## src/rtl/connect_pkg.sv

```systemverilog
// connect_pkg: shared types and helpers for the Connect Four turn controller
// and the board block. Holds the turn state enum and the width helper so that
// player and column buses agree on both sides of the interface.
package connect_pkg;

    // Turn controller states.
    typedef enum logic [2:0] {
        ST_IDLE   = 3'd0,
        ST_SELECT = 3'd1,
        ST_DROP   = 3'd2,
        ST_CHECK  = 3'd3,
        ST_CHANGE = 3'd4,
        ST_OVER   = 3'd5
    } turn_state_t;

    // Bits needed to index n items, never less than one.
    function automatic int clog2_min1(input int n);
        if (n <= 2) begin
            return 1;
        end
        return $clog2(n);
    endfunction

endpackage : connect_pkg

```

## src/rtl/turn_wrap_counter.sv

```systemverilog
// turn_wrap_counter: modulo-MAX up/down counter with a synchronous load.
// Counts 0..MAX-1 and wraps in both directions (MAX-1 -> 0 on inc,
// 0 -> MAX-1 on dec). inc and dec together cancel. load beats both.
// Used for the column cursor and for player rotation.
module turn_wrap_counter
    import connect_pkg::*;
#(
    parameter int MAX     = 2,
    parameter int WIDTH   = 1,
    parameter int RST_VAL = 0
) (
    input  logic             clk,
    input  logic             reset,
    input  logic             inc,
    input  logic             dec,
    input  logic             load,
    input  logic [WIDTH-1:0] load_val,
    output logic [WIDTH-1:0] count
);

    localparam logic [WIDTH-1:0] LAST  = WIDTH'(MAX - 1);
    localparam logic [WIDTH-1:0] ONE   = WIDTH'(1);
    localparam logic [WIDTH-1:0] RESET = WIDTH'(RST_VAL);

    logic [WIDTH-1:0] r_count;
    logic [WIDTH-1:0] w_next;

    // Next count: load, then single-direction step with wrap, else hold.
    always_comb begin
        // NOTE: default first so every path assigns w_next and no latch is inferred.
        w_next = r_count;
        if (load) begin
            w_next = load_val;
        end else if (inc && !dec) begin
            w_next = (r_count == LAST) ? '0 : r_count + ONE;
        end else if (dec && !inc) begin
            w_next = (r_count == '0) ? LAST : r_count - ONE;
        end
    end

    // Count register with synchronous reset.
    always_ff @(posedge clk) begin
        // NOTE: non-blocking so every flop samples pre-edge values, independent of block order.
        if (reset) begin
            r_count <= RESET;
        end else begin
            r_count <= w_next;
        end
    end

    assign count = r_count;

endmodule : turn_wrap_counter

```

## src/rtl/turn_fsm.sv

```systemverilog
// turn_fsm: game-turn controller for the Connect Four datapath.
// Walks players through column selection, piece drop and win/draw check.
// All outputs are Moore outputs decoded from registered state.
// Optional feature: define TURN_TIMEOUT_EN to build a per-turn SELECT
// timeout that forfeits the turn after TIMEOUT_CYCLES idle cycles.
module turn_fsm
    import connect_pkg::*;
#(
    parameter int NUM_PLAYERS    = 2,
    parameter int NUM_COLS       = 7,
    parameter int TIMEOUT_CYCLES = 1000
) (
    input  logic                                clk,
    input  logic                                reset,
    input  logic                                enter,
    input  logic                                left,
    input  logic                                right,
    input  logic                                drop_done,
    input  logic                                drop_ok,
    input  logic                                check_valid,
    input  logic                                win,
    input  logic                                draw,
    output logic [clog2_min1(NUM_PLAYERS)-1:0]  player,
    output logic [clog2_min1(NUM_COLS)-1:0]     column,
    output logic                                sel_column,
    output logic                                drop_req,
    output logic                                change,
    output logic                                game_over,
    output logic                                winner_valid,
    output logic                                timeout
);

    localparam int PW = clog2_min1(NUM_PLAYERS);
    localparam int CW = clog2_min1(NUM_COLS);
    localparam logic [CW-1:0] COL_HOME = CW'(NUM_COLS / 2);

    turn_state_t r_state;
    turn_state_t w_next_state;

    logic          r_win;        // outcome latched when the game ends
    logic          w_start;      // new game begins this cycle
    logic          w_move;       // a single-direction cursor move is accepted
    logic          w_finish;     // win-check reports a finished game
    logic          w_expired;    // SELECT timer ran out this cycle
    logic          w_timeout;
    logic [PW-1:0] w_player;
    logic [CW-1:0] w_column;

    assign w_start  = (r_state == ST_IDLE) && enter;
    assign w_move   = (r_state == ST_SELECT) && !enter && (left ^ right);
    assign w_finish = (r_state == ST_CHECK) && check_valid && (win || draw);

    // State register; reset wins over every other input.
    always_ff @(posedge clk) begin
        if (reset) begin
            r_state <= ST_IDLE;
        end else begin
            r_state <= w_next_state;
        end
    end

    // Next-state decode.
    always_comb begin
        w_next_state = r_state;
        unique case (r_state)
            ST_IDLE: begin
                if (enter) w_next_state = ST_SELECT;
            end
            ST_SELECT: begin
                if (enter)          w_next_state = ST_DROP;
                else if (w_expired) w_next_state = ST_CHANGE;
            end
            ST_DROP: begin
                if (drop_done) w_next_state = drop_ok ? ST_CHECK : ST_SELECT;
            end
            ST_CHECK: begin
                if (check_valid) w_next_state = (win || draw) ? ST_OVER : ST_CHANGE;
            end
            ST_CHANGE: begin
                w_next_state = ST_SELECT;
            end
            ST_OVER: begin
                if (enter) w_next_state = ST_IDLE;
            end
            default: begin
                w_next_state = ST_IDLE;
            end
        endcase
    end

    // Outcome flag: win beats draw; held unchanged while in OVER.
    always_ff @(posedge clk) begin
        if (reset) begin
            r_win <= 1'b0;
        end else if (w_finish) begin
            r_win <= win;
        end
    end

    // Column cursor: re-centred at game start, moved only in SELECT.
    turn_wrap_counter #(
        .MAX     (NUM_COLS),
        .WIDTH   (CW),
        .RST_VAL (NUM_COLS / 2)
    ) u_column (
        .clk      (clk),
        .reset    (reset),
        .inc      (w_move && right),
        .dec      (w_move && left),
        .load     (w_start),
        .load_val (COL_HOME),
        .count    (w_column)
    );

    // Player rotation: cleared at game start, advanced on leaving CHANGE.
    turn_wrap_counter #(
        .MAX     (NUM_PLAYERS),
        .WIDTH   (PW),
        .RST_VAL (0)
    ) u_player (
        .clk      (clk),
        .reset    (reset),
        .inc      (r_state == ST_CHANGE),
        .dec      (1'b0),
        .load     (w_start),
        .load_val ('0),
        .count    (w_player)
    );

`ifdef TURN_TIMEOUT_EN
    localparam int TW = clog2_min1(TIMEOUT_CYCLES);
    localparam logic [TW-1:0] TMO_LOAD = TW'(TIMEOUT_CYCLES - 1);
    localparam logic [TW-1:0] TMO_ONE  = TW'(1);

    logic [TW-1:0] r_tmo_cnt;
    logic          r_timeout;
    logic          w_enter_select;

    assign w_enter_select = (w_next_state == ST_SELECT) && (r_state != ST_SELECT);
    assign w_expired      = (r_state == ST_SELECT) && (r_tmo_cnt == '0);

    // SELECT timer: reloads on entry and on each cursor move, counts down to 0.
    always_ff @(posedge clk) begin
        if (reset) begin
            r_tmo_cnt <= TMO_LOAD;
        end else if (w_enter_select || w_move) begin
            r_tmo_cnt <= TMO_LOAD;
        end else if ((r_state == ST_SELECT) && (r_tmo_cnt != '0)) begin
            r_tmo_cnt <= r_tmo_cnt - TMO_ONE;
        end
    end

    // Forfeit pulse: registered alongside the move into CHANGE; enter wins.
    always_ff @(posedge clk) begin
        if (reset) begin
            r_timeout <= 1'b0;
        end else begin
            r_timeout <= w_expired && !enter;
        end
    end

    assign w_timeout = r_timeout;
`else
    logic unused_tmo_cfg;

    assign unused_tmo_cfg = (TIMEOUT_CYCLES > 0);
    assign w_expired      = 1'b0;
    assign w_timeout      = 1'b0;
`endif

    // Moore output decode from registered state and counters.
    always_comb begin
        sel_column   = (r_state == ST_SELECT);
        drop_req     = (r_state == ST_DROP);
        change       = (r_state == ST_CHANGE);
        game_over    = (r_state == ST_OVER);
        winner_valid = (r_state == ST_OVER) && r_win;
        timeout      = w_timeout;
        player       = w_player;
        column       = w_column;
    end

endmodule : turn_fsm

```

## config.mk

```make
export PLATFORM = sky130hd
export DESIGN_NAME = turn_fsm
export DESIGN_NICKNAME = d
export VERILOG_FILES = /design/src/rtl/connect_pkg.sv /design/src/rtl/turn_wrap_counter.sv /design/src/rtl/turn_fsm.sv
export SDC_FILE = /design/constraint.sdc
export NUM_CORES = 1
export LEC_CHECK = 0
export ABC_AREA = 1
export CAP_MARGIN = 20
export CORE_AREA = 2 2 41 43
export CTS_CLUSTER_SIZE = 8
export DETAILED_ROUTE_END_ITERATION = 6
export DIE_AREA = 0 0 43 45
export PLACE_DENSITY = 0.72
export SYNTH_ARGS = -nofsm -noshare
export SYNTH_HDL_FRONTEND = slang
export SYNTH_SLANG_ARGS = --single-unit
```

## constraint.sdc

```tcl
create_clock -name clk -period 2 [get_ports clk]
set_input_delay 0.6 -clock clk [delete_from_list [all_inputs] [get_ports clk]]
set_output_delay 0.6 -clock clk [all_outputs]
set_load 0.05 [all_outputs]
```

Yosys cells after proc, flatten, opt, wreduce, memory -nomap -nowiden
Index checks and enable logic that the tools add are counted.

Input bits: 10. Logic and storage cells: 51. Bits in registers: 8. Output and inout bits: 10.

Bitwise gates (word level): 1. Reductions and logical operators: 19. Mux-type cells: 13. Eq/ne operators: 11. $add $sub $neg: 3.

Operators with widths (count): 2-to-1 mux 3 bit (9); one-hot mux 3 bit (6 select lines) (1); logical AND 1 bit (10); inequality test 2 bit (second input constant) (5); equality test 3 bit (second input constant) (3); equality test 3 x 2 -> 1 bit (second input constant) (2); logical NOT 3 bit (2); AND reduction 5 bit (1); adder 3 x 1 -> 3 bit (second input constant) (1); equality test 3 x 1 -> 1 bit (second input constant) (1); logical NOT 1 bit (3); subtractor 3 x 1 -> 3 bit (second input constant) (1); 2-to-1 mux 1 bit (2); 2-to-1 mux 2 bit (1); nonzero test 2 bit (1); OR reduction 2 bit (1); adder 1 bit (second input constant) (1); logical OR 1 bit (1); bitwise XOR 1 bit (1).

Longest topological paths before layout
Gate-level depths: netlist of the first run.

Depth after elaboration: 8. Mapped depth: 11. Depth with buffers taken out: 11.

Modules after synthesis
A second synthesis of the first run with hierarchy kept.

Cells, all modules: 127. Area, all modules: 742.0 um^2.

Modules (own cells, without submodules): turn_fsm (seq. area each 80.1 um^2, cells an instance 67, times used 1, area an instance 366.6 um^2); turn_wrap_counter (u_column) (seq. area each 60.1 um^2, cells an instance 44, times used 1, area an instance 294.0 um^2); turn_wrap_counter (u_player) (seq. area each 20.0 um^2, cells an instance 16, times used 1, area an instance 81.3 um^2).

Worst setup path after synthesis of the first run
No wires, ideal clock.

Path type: flip-flop to output port. Start point: reg r_state[0]. End point: out winner_valid. Cell stages (with the launch flop): 5. Arrival time: 1245 ps. Slack: 155 ps. Path buffers: 0. Cells stage by stage: dfxtp_1 inv_1 nor2_2 nand2_1 nor2_1.

Word-level cells in the longest chain between the ends: 2.

RTL lines: from (decl) (RTL line turn_fsm.sv:37) `turn_state_t r_state;`; from (signal assigned) (RTL line turn_fsm.sv:58) `r_state <= w_next_state;`; equality test 3 bit (RTL line turn_fsm.sv:177) `winner_valid = (r_state == ST_OVER) && r_win;`; logical AND 1 bit (RTL line turn_fsm.sv:177); to (decl) (RTL line turn_fsm.sv:29) `output logic winner_valid,`.

No other way between the ends.

Final worst setup path of the first run
Start point: in enter. End point: reg u_column.r_count[2] (netlist: u_column.count[2]).

Word-level cells in the longest chain between the ends: 7. Elaborated cells on any way between the ends: 13. Those cells by class: 1 x mux; 12 x reduce/logical.

RTL lines: from (decl) (RTL line turn_fsm.sv:15) `input logic enter,`; logical NOT 1 bit (RTL line turn_fsm.sv:50) `assign w_move = (r_state == ST_SELECT) && !enter && (left ^ right);`; logical AND 1 bit (2 in a row) (RTL line turn_fsm.sv:50); logical AND 1 bit, on equally long branches (RTL line turn_fsm.sv:109, turn_fsm.sv:108); logical NOT 1 bit, on equally long branches (RTL line turn_wrap_counter.sv:34, turn_wrap_counter.sv:36); logical AND 1 bit, on equally long branches (RTL line turn_wrap_counter.sv:34, turn_wrap_counter.sv:36); 2-to-1 mux 3 bit or nonzero test 2 bit (tied branches); to (signal assigned) (RTL line turn_wrap_counter.sv:47) `r_count <= w_next;`; to (decl) (RTL line turn_wrap_counter.sv:25) `logic [WIDTH-1:0] r_count;`.

Several ways; a longest one is shown, not always the timed one. A chain may end at the register's enable or synchronous reset.

==> impl_metrics.env, run 1 <==
export IMPL_status="completed"
export IMPL_start_util_pct=40.7
export IMPL_core_area_um2=1470
export IMPL_syn_area_um2=599
export IMPL_antenna_found_initial=0
export IMPL_antennaDiodeCount=0
export IMPL_cp_slowest_cell="clkdlybuf4s50_1"
export IMPL_area_growth_syn_to_layout_pct=48.0
export IMPL_cts_tree="done"
export IMPL_p_per_area_nw_per_um2=839
export IMPL_die_h_um=45
export IMPL_synth_ff_type="dfxtp_1"
export IMPL_seq_area_um2=160
export IMPL_syn_num_nets=108
export IMPL_drtAntennaViolNets=0
export IMPL_fmax_mhz=525
export IMPL_yosysWarnings=0
export IMPL_drt_vias_per_instance=5.26
export IMPL_crit_type="input port to flip-flop"
export IMPL_critPathLaunchType="input port"
export IMPL_p_total_mw=0.744
export IMPL_rr_worst_depth=11
export IMPL_top_layer="met4"
export IMPL_hold_end="r_win$_SDFFE_PP0P_"
export IMPL_hold_class="flip-flop to flip-flop"
export IMPL_synth_edf_count=0
export IMPL_crit_path_end_kind="flip-flop"
export IMPL_required_ns=2.15
export IMPL_post_route_drc_count=0
export IMPL_final_cells=131
export IMPL_grt_overflow_total=0
export IMPL_drive_above_1_share_pct=20.0
export IMPL_hpwl_mm=1.21
export IMPL_synth_most_common_cell="inv_1"
export IMPL_fin_crit_ns=1.90
export IMPL_ys_ff_latch=8
export IMPL_dieArea_um2=1940
export IMPL_vias=689
export IMPL_grt_pass1_vias=661
export IMPL_critPathBufInv=3
export IMPL_p_leak_nw=0.439
export IMPL_layout_worst_path_cycle_share_pct=95.2
export IMPL_nFillCells=149
export IMPL_cts_max_path_buffers=2
export IMPL_wl_met3_um=59
export IMPL_async_reset_ff_share_pct=0
export IMPL_seq_area_frac_synth_pct=26.7
export IMPL_clock_latency_ns=0.26
export IMPL_clock_skew_ns=0.00102
export IMPL_cts_root_buffer="clkbuf_4"
export IMPL_ios=20
export IMPL_hold_depth=2
export IMPL_wl_met1_um=483
export IMPL_rows=14
export IMPL_crit_family="buffers and inverters"
export IMPL_arrival_ns=2.05
export IMPL_hold_slack_ns=0.516
export IMPL_port_buffer_count=18
export IMPL_gp_congestion=0.817
export IMPL_crit_chain="clkdlybuf4s50_1 > inv_1 > nand3_1 > nor3_2 > ha_2 > a21oi_1 > o31ai_1 > o21ai_0 > o21ai_0 > inv_1"
export IMPL_dr_wl_met2_um=811
export IMPL_drt_iter0_markers=13
export IMPL_synth_top_cell_by_area="dfxtp_1"
export IMPL_min_from="r_win$_SDFFE_PP0P_"
export IMPL_max_stage_delay_ns=0.40
export IMPL_post_cts_buffers=0
export IMPL_dr_pass1_iters=4
export IMPL_syn_inst=92
export IMPL_track_usage_pct=17.0
export IMPL_cap_viol_max_count=0
export IMPL_clock_sinks=8
export IMPL_hold_violations=0
export IMPL_synth_top_area_share_pct=26.7
export IMPL_cp_max_fo=3
export IMPL_numCtsBuffers=3
export IMPL_wl_per_cell_um=10.5
export IMPL_drv_slew=0
export IMPL_r2r_start="r_state[0]$_SDFFE_PP0P_"
export IMPL_synth_area_top_cells="dfxtp_1 27%, ha_1 13%, inv_1 11%"
export IMPL_multi_input_area_um2=370
export IMPL_htree_levels=1
export IMPL_r2r_end="u_column.count[2]$_SDFFE_PP0P_"
export IMPL_fin_nets=133
export IMPL_avgSynthCellArea_um2=6.51
export IMPL_vdd_drop_max_mv=0.533
export IMPL_grt_max_degree=8
export IMPL_yosys_top_cells_count="17 x inv_1, 13 x nand2_1, 11 x nor2_1, 8 x dfxtp_1, 7 x nand3_1"
export IMPL_final_setup_viol_count=0
export IMPL_place_inst=128
export IMPL_clkTransAtPathRegs_ns=0.05
export IMPL_yosysUniqueCellTypes=21
export IMPL_grt_pass1_wl_mm=2.45
export IMPL_wl_mm=1.38
export IMPL_die_x_um=43
export IMPL_worst_r2r_setup_slack_ns=0.30
[what timing repair did]
action	in CTS	in global routing
setup endpoints to repair	0	4
resized for setup	0	3
hold buffers	0	0
[cell type report]
class / count / share of cell area (%)
Multi-Input combinational cell: 64 / 41.7
Timing Repair Buffer: 21 / 27.4
Sequential cell: 8 / 18.1
Inverter: 19 / 8.04
Clock buffer: 3 / 2.54
Tap cell: 16 / 2.26
[state kept, by name, indices dropped and copies added, names as in the netlist]
| name | flops |
|---|---|
| r_win | 1 |
| r_state | 3 |
| u_player.count | 1 |
| u_column.count | 3 |
[layer usage]
| layer | vias up | global-route usage, % |
|---|---|---|
| met4 | 0 | 10.3 |
| met1 | 319 | 14.7 |
| met3 | 4 | 3.60 |
| li1 | 342 | - |
| met5 | - | 0 |
| met2 | 24 | 35.2 |
[metrics by stage]
| step | util [%] | setup TNS, ns | setup slack, ns | cell area [um2] |
|---|---|---|---|---|
| detailed placement | 58.1 | -0.381 | -0.189 | 855 |
| global placement | 58.1 | -0.235 | -0.115 | 855 |
| CTS | 59.6 | 0 | 0.0787 | 877 |
| floorplan | - | 0 | 0.155 | 599 |
| finish | 60.3 | 0 | 0.0957 | 887 |
| global route | 60.3 | -0.0290 | -0.0290 | 887 |
[layout by cell type (no fill, tap or decap), types with 3 or more instances in the layout]
cell type         n
nor2_1           10
dfxtp_1           8
nand2_1          13
ha_1              5
nor2_2            4
a21oi_1           4
o21ai_0           5
buf_12            5
clkbuf_4          3
nand3_1           7
inv_1            17
clkdlybuf4s50_1   9
buf_4             7
[worst max-delay path by stage]
| stage | slack (ns) | depth (start not counted) | endpoint | from |
|---|---|---|---|---|
| 6_report | 0.1 | 10 | u_column.count[2]$_SDFFE_PP0P_ | enter |
| 5_1_grt | -0.03 | 10 | u_column.count[2]$_SDFFE_PP0P_ | enter |
| 4_1_cts | 0.08 | 10 | u_column.count[2]$_SDFFE_PP0P_ | enter |
| 3_5_place_dp | -0.19 | 10 | u_column.count[2]$_SDFFE_PP0P_ | enter |
| 3_3_place_gp | -0.12 | 10 | u_column.count[2]$_SDFFE_PP0P_ | enter |
| 2_1_floorplan | 0.16 | 4 | winner_valid | r_state[0]$_SDFFE_PP0P_ |
[power breakdown]
group	internal, mW	switching, mW
logic	0.165	0.242
registers	0.183	0.0293
clock network	0.0688	0.0566
total	0.417	0.328
[cell families (layout without fill, tap and decap cells)]
family / Yosys count / after routing / synth area share [%]
adder cells (fa/ha/maj): 6 / 6 / 12.5
AO/OA/AOI/OAI: 16 / 16 / 15.2
AND/OR/NAND/NOR: 39 / 39 / 28.8
other: 1 / 1 / 0.626
XOR/XNOR: 2 / 2 / 2.92
buffers and inverters: 20 / 43 / 13.2
flip-flops: 8 / 8 / 26.7
[worst register-to-register path: cells and delay by family (launching register included)]
kind                       cells  cell delay, ns
AOI/OAI and AO/OA              1            0.07
adders and majority gates      1            0.33
buffers and inverters          4            0.33
DFF                            1            0.38
and+or+nand+nor                5            0.48
Note: power is estimated with default switching activity, not from simulation.
==> run 2: changes to the inputs <==
MAX_ROUTING_LAYER = met4   (was default)
==> run 2 against run 1 <==
Via count decreased by 0.15%. Flip-flop and latch count stayed put. Critical path depth unchanged. Setup slack better by 0.012 ns. Worst hold slack got worse by 0.0010 ns. Cell area did not move. Critical path type unchanged. Largest cell class unchanged.
==> impl_metrics.env, run 2 (synthesis results as in run 1) <==
export IMPL_busiest_layer="met2"
export IMPL_numCtsBuffers=3
export IMPL_p_leak_nw=0.439
export IMPL_cts_max_path_buffers=2
export IMPL_fmax_mhz=528
export IMPL_mostFrequentLayoutCells="17 x inv_1, 13 x nand2_1, 10 x nor2_1"
export IMPL_cp_max_fo=3
export IMPL_vias=688
export IMPL_clock_latency_ns=0.26
export IMPL_post_route_drc_count=0
export IMPL_critPathLaunchType="input port"
export IMPL_track_usage_pct=17.4
export IMPL_intPower_mw=0.417
export IMPL_met2_usage_pct=35.5
export IMPL_p_seq_share_pct=28.5
export IMPL_comb_power_share_pct=54.6
export IMPL_clkPwrFrac_pct=16.8
export IMPL_grt_max_degree=8
export IMPL_p_total_mw=0.744
export IMPL_dr_pass1_iters=4
export IMPL_clock_sinks=8
export IMPL_clock_skew_ns=0.00102
export IMPL_antennaDiodeCount=0
export IMPL_use_met1_pct=14.2
export IMPL_cts_root_buffer="clkbuf_4"
export IMPL_fin_crit_ns=1.89
export IMPL_status="completed"
export IMPL_hold_slack_ns=0.515
export IMPL_rows=14
export IMPL_fin_nets=133
export IMPL_vdd_drop_max_mv=0.533
export IMPL_ios=20
export IMPL_post_cts_buffers=0
export IMPL_required_ns=2.15
export IMPL_p_switching_mw=0.327
export IMPL_hold_violations=0
export IMPL_drtAntennaViolNets=0
export IMPL_cap_viol_max_count=0
export IMPL_htree_levels=1
export IMPL_hpwl_mm=1.21
export IMPL_drive_above_1_share_pct=20.0
export IMPL_core_area_um2=1470
export IMPL_nFillCells=149
export IMPL_port_buffer_count=18
export IMPL_grt_pass1_wl_mm=2.44
export IMPL_final_setup_viol_count=0
export IMPL_grt_use_met3_pct=3.60
export IMPL_dieArea_um2=1940
export IMPL_layout_worst_path_cycle_share_pct=94.6
export IMPL_gp_congestion=0.830
export IMPL_die_h_um=45
export IMPL_grt_pass1_vias=661
export IMPL_drv_slew=0
export IMPL_crit_path_end_kind="flip-flop"
export IMPL_crit_type="input port to flip-flop"
export IMPL_grt_overflow_total=0
export IMPL_drt_iter0_markers=13
export IMPL_swShare_pct=44.0
export IMPL_final_common_cell="inv_1"
export IMPL_hold_class="flip-flop to flip-flop"
export IMPL_wl_mm=1.38
export IMPL_cts_tree="done"
export IMPL_antenna_found_initial=0
export IMPL_drt_vias_per_instance=5.25
export IMPL_area_growth_syn_to_layout_pct=48.0
export IMPL_clkTransAtPathRegs_ns=0.05
export IMPL_arrival_ns=2.04
export IMPL_die_x_um=43
export IMPL_p_per_area_nw_per_um2=839
export IMPL_start_util_pct=40.7
export IMPL_wl_per_cell_um=10.5
==> run 2: cell counts in the layout (fill, tap and decap cells not counted) <==
No cell type changed its count.
==> run 2: per-stage QoR <==
step / setup WS [ns] / utilization (%) / setup TNS [ns] / cell area (um2) / cells
2_1_floorplan: 0.155 / - / 0 / 599 / 92
3_3_place_gp: -0.115 / 58.1 / -0.235 / 855 / 128
3_5_place_dp: -0.189 / 58.1 / -0.381 / 855 / 128
4_1_cts: 0.0787 / 59.6 / 0 / 877 / 131
5_1_grt: -0.0290 / 60.3 / -0.0290 / 887 / 131
6_report: 0.107 / 60.3 / 0 / 887 / 131
==> run 2: cell type report <==
class	instances	area (um2)	share of cell area [%]
multi-input combinational	64	370	41.7
sequential	8	160	18.1
clock buffer	3	22.5	2.54
inverter	19	71.3	8.04
tap	16	20.0	2.26
timing repair buffer	21	243	27.4
==> run 2: per-layer routing <==
metal	wire, um	vias up
met3	67	4
met4	25	0
li1	-	343
met2	812	24
met5	0	-
met1	471	317
==> run 2: final timing paths <==
check                                              from                             end  slack (ns)  cells past startpoint
worst max-delay path                              enter  u_column.count[2]$_SDFFE_PP0P_        0.11                     10
worst min-delay path                 r_win$_SDFFE_PP0P_              r_win$_SDFFE_PP0P_        0.51                      2
worst max register to register  r_state[0]$_SDFFE_PP0P_  u_column.count[2]$_SDFFE_PP0P_        0.30                     11
worst min register to register       r_win$_SDFFE_PP0P_              r_win$_SDFFE_PP0P_        0.51                      2
==> run 2: timing repair <==
action | CTS | global route
hold buffers | 0 | 0
endpoints found under the setup margin | 0 | 4
resized for setup | 0 | 3
==> run 2: power groups by stage <==
stage	combinational [mW]	clock, mW	sequential [mW]
2_1_floorplan	0.245	0	0.227
3_3_place_gp	0.399	0	0.213
3_5_place_dp	0.407	0	0.215
4_1_cts	0.408	0.128	0.211
5_1_grt	0.441	0.141	0.219
6_report	0.407	0.125	0.212
==> run 2: worst max-delay path: stages <==
cell             delay [ns]
clkdlybuf4s50_1        0.40
inv_1                  0.09
nand3_1                0.13
nor3_2                 0.14
ha_2                   0.21
a21oi_1                0.04
o31ai_1                0.07
o21ai_0                0.13
o21ai_0                0.16
inv_1                  0.06
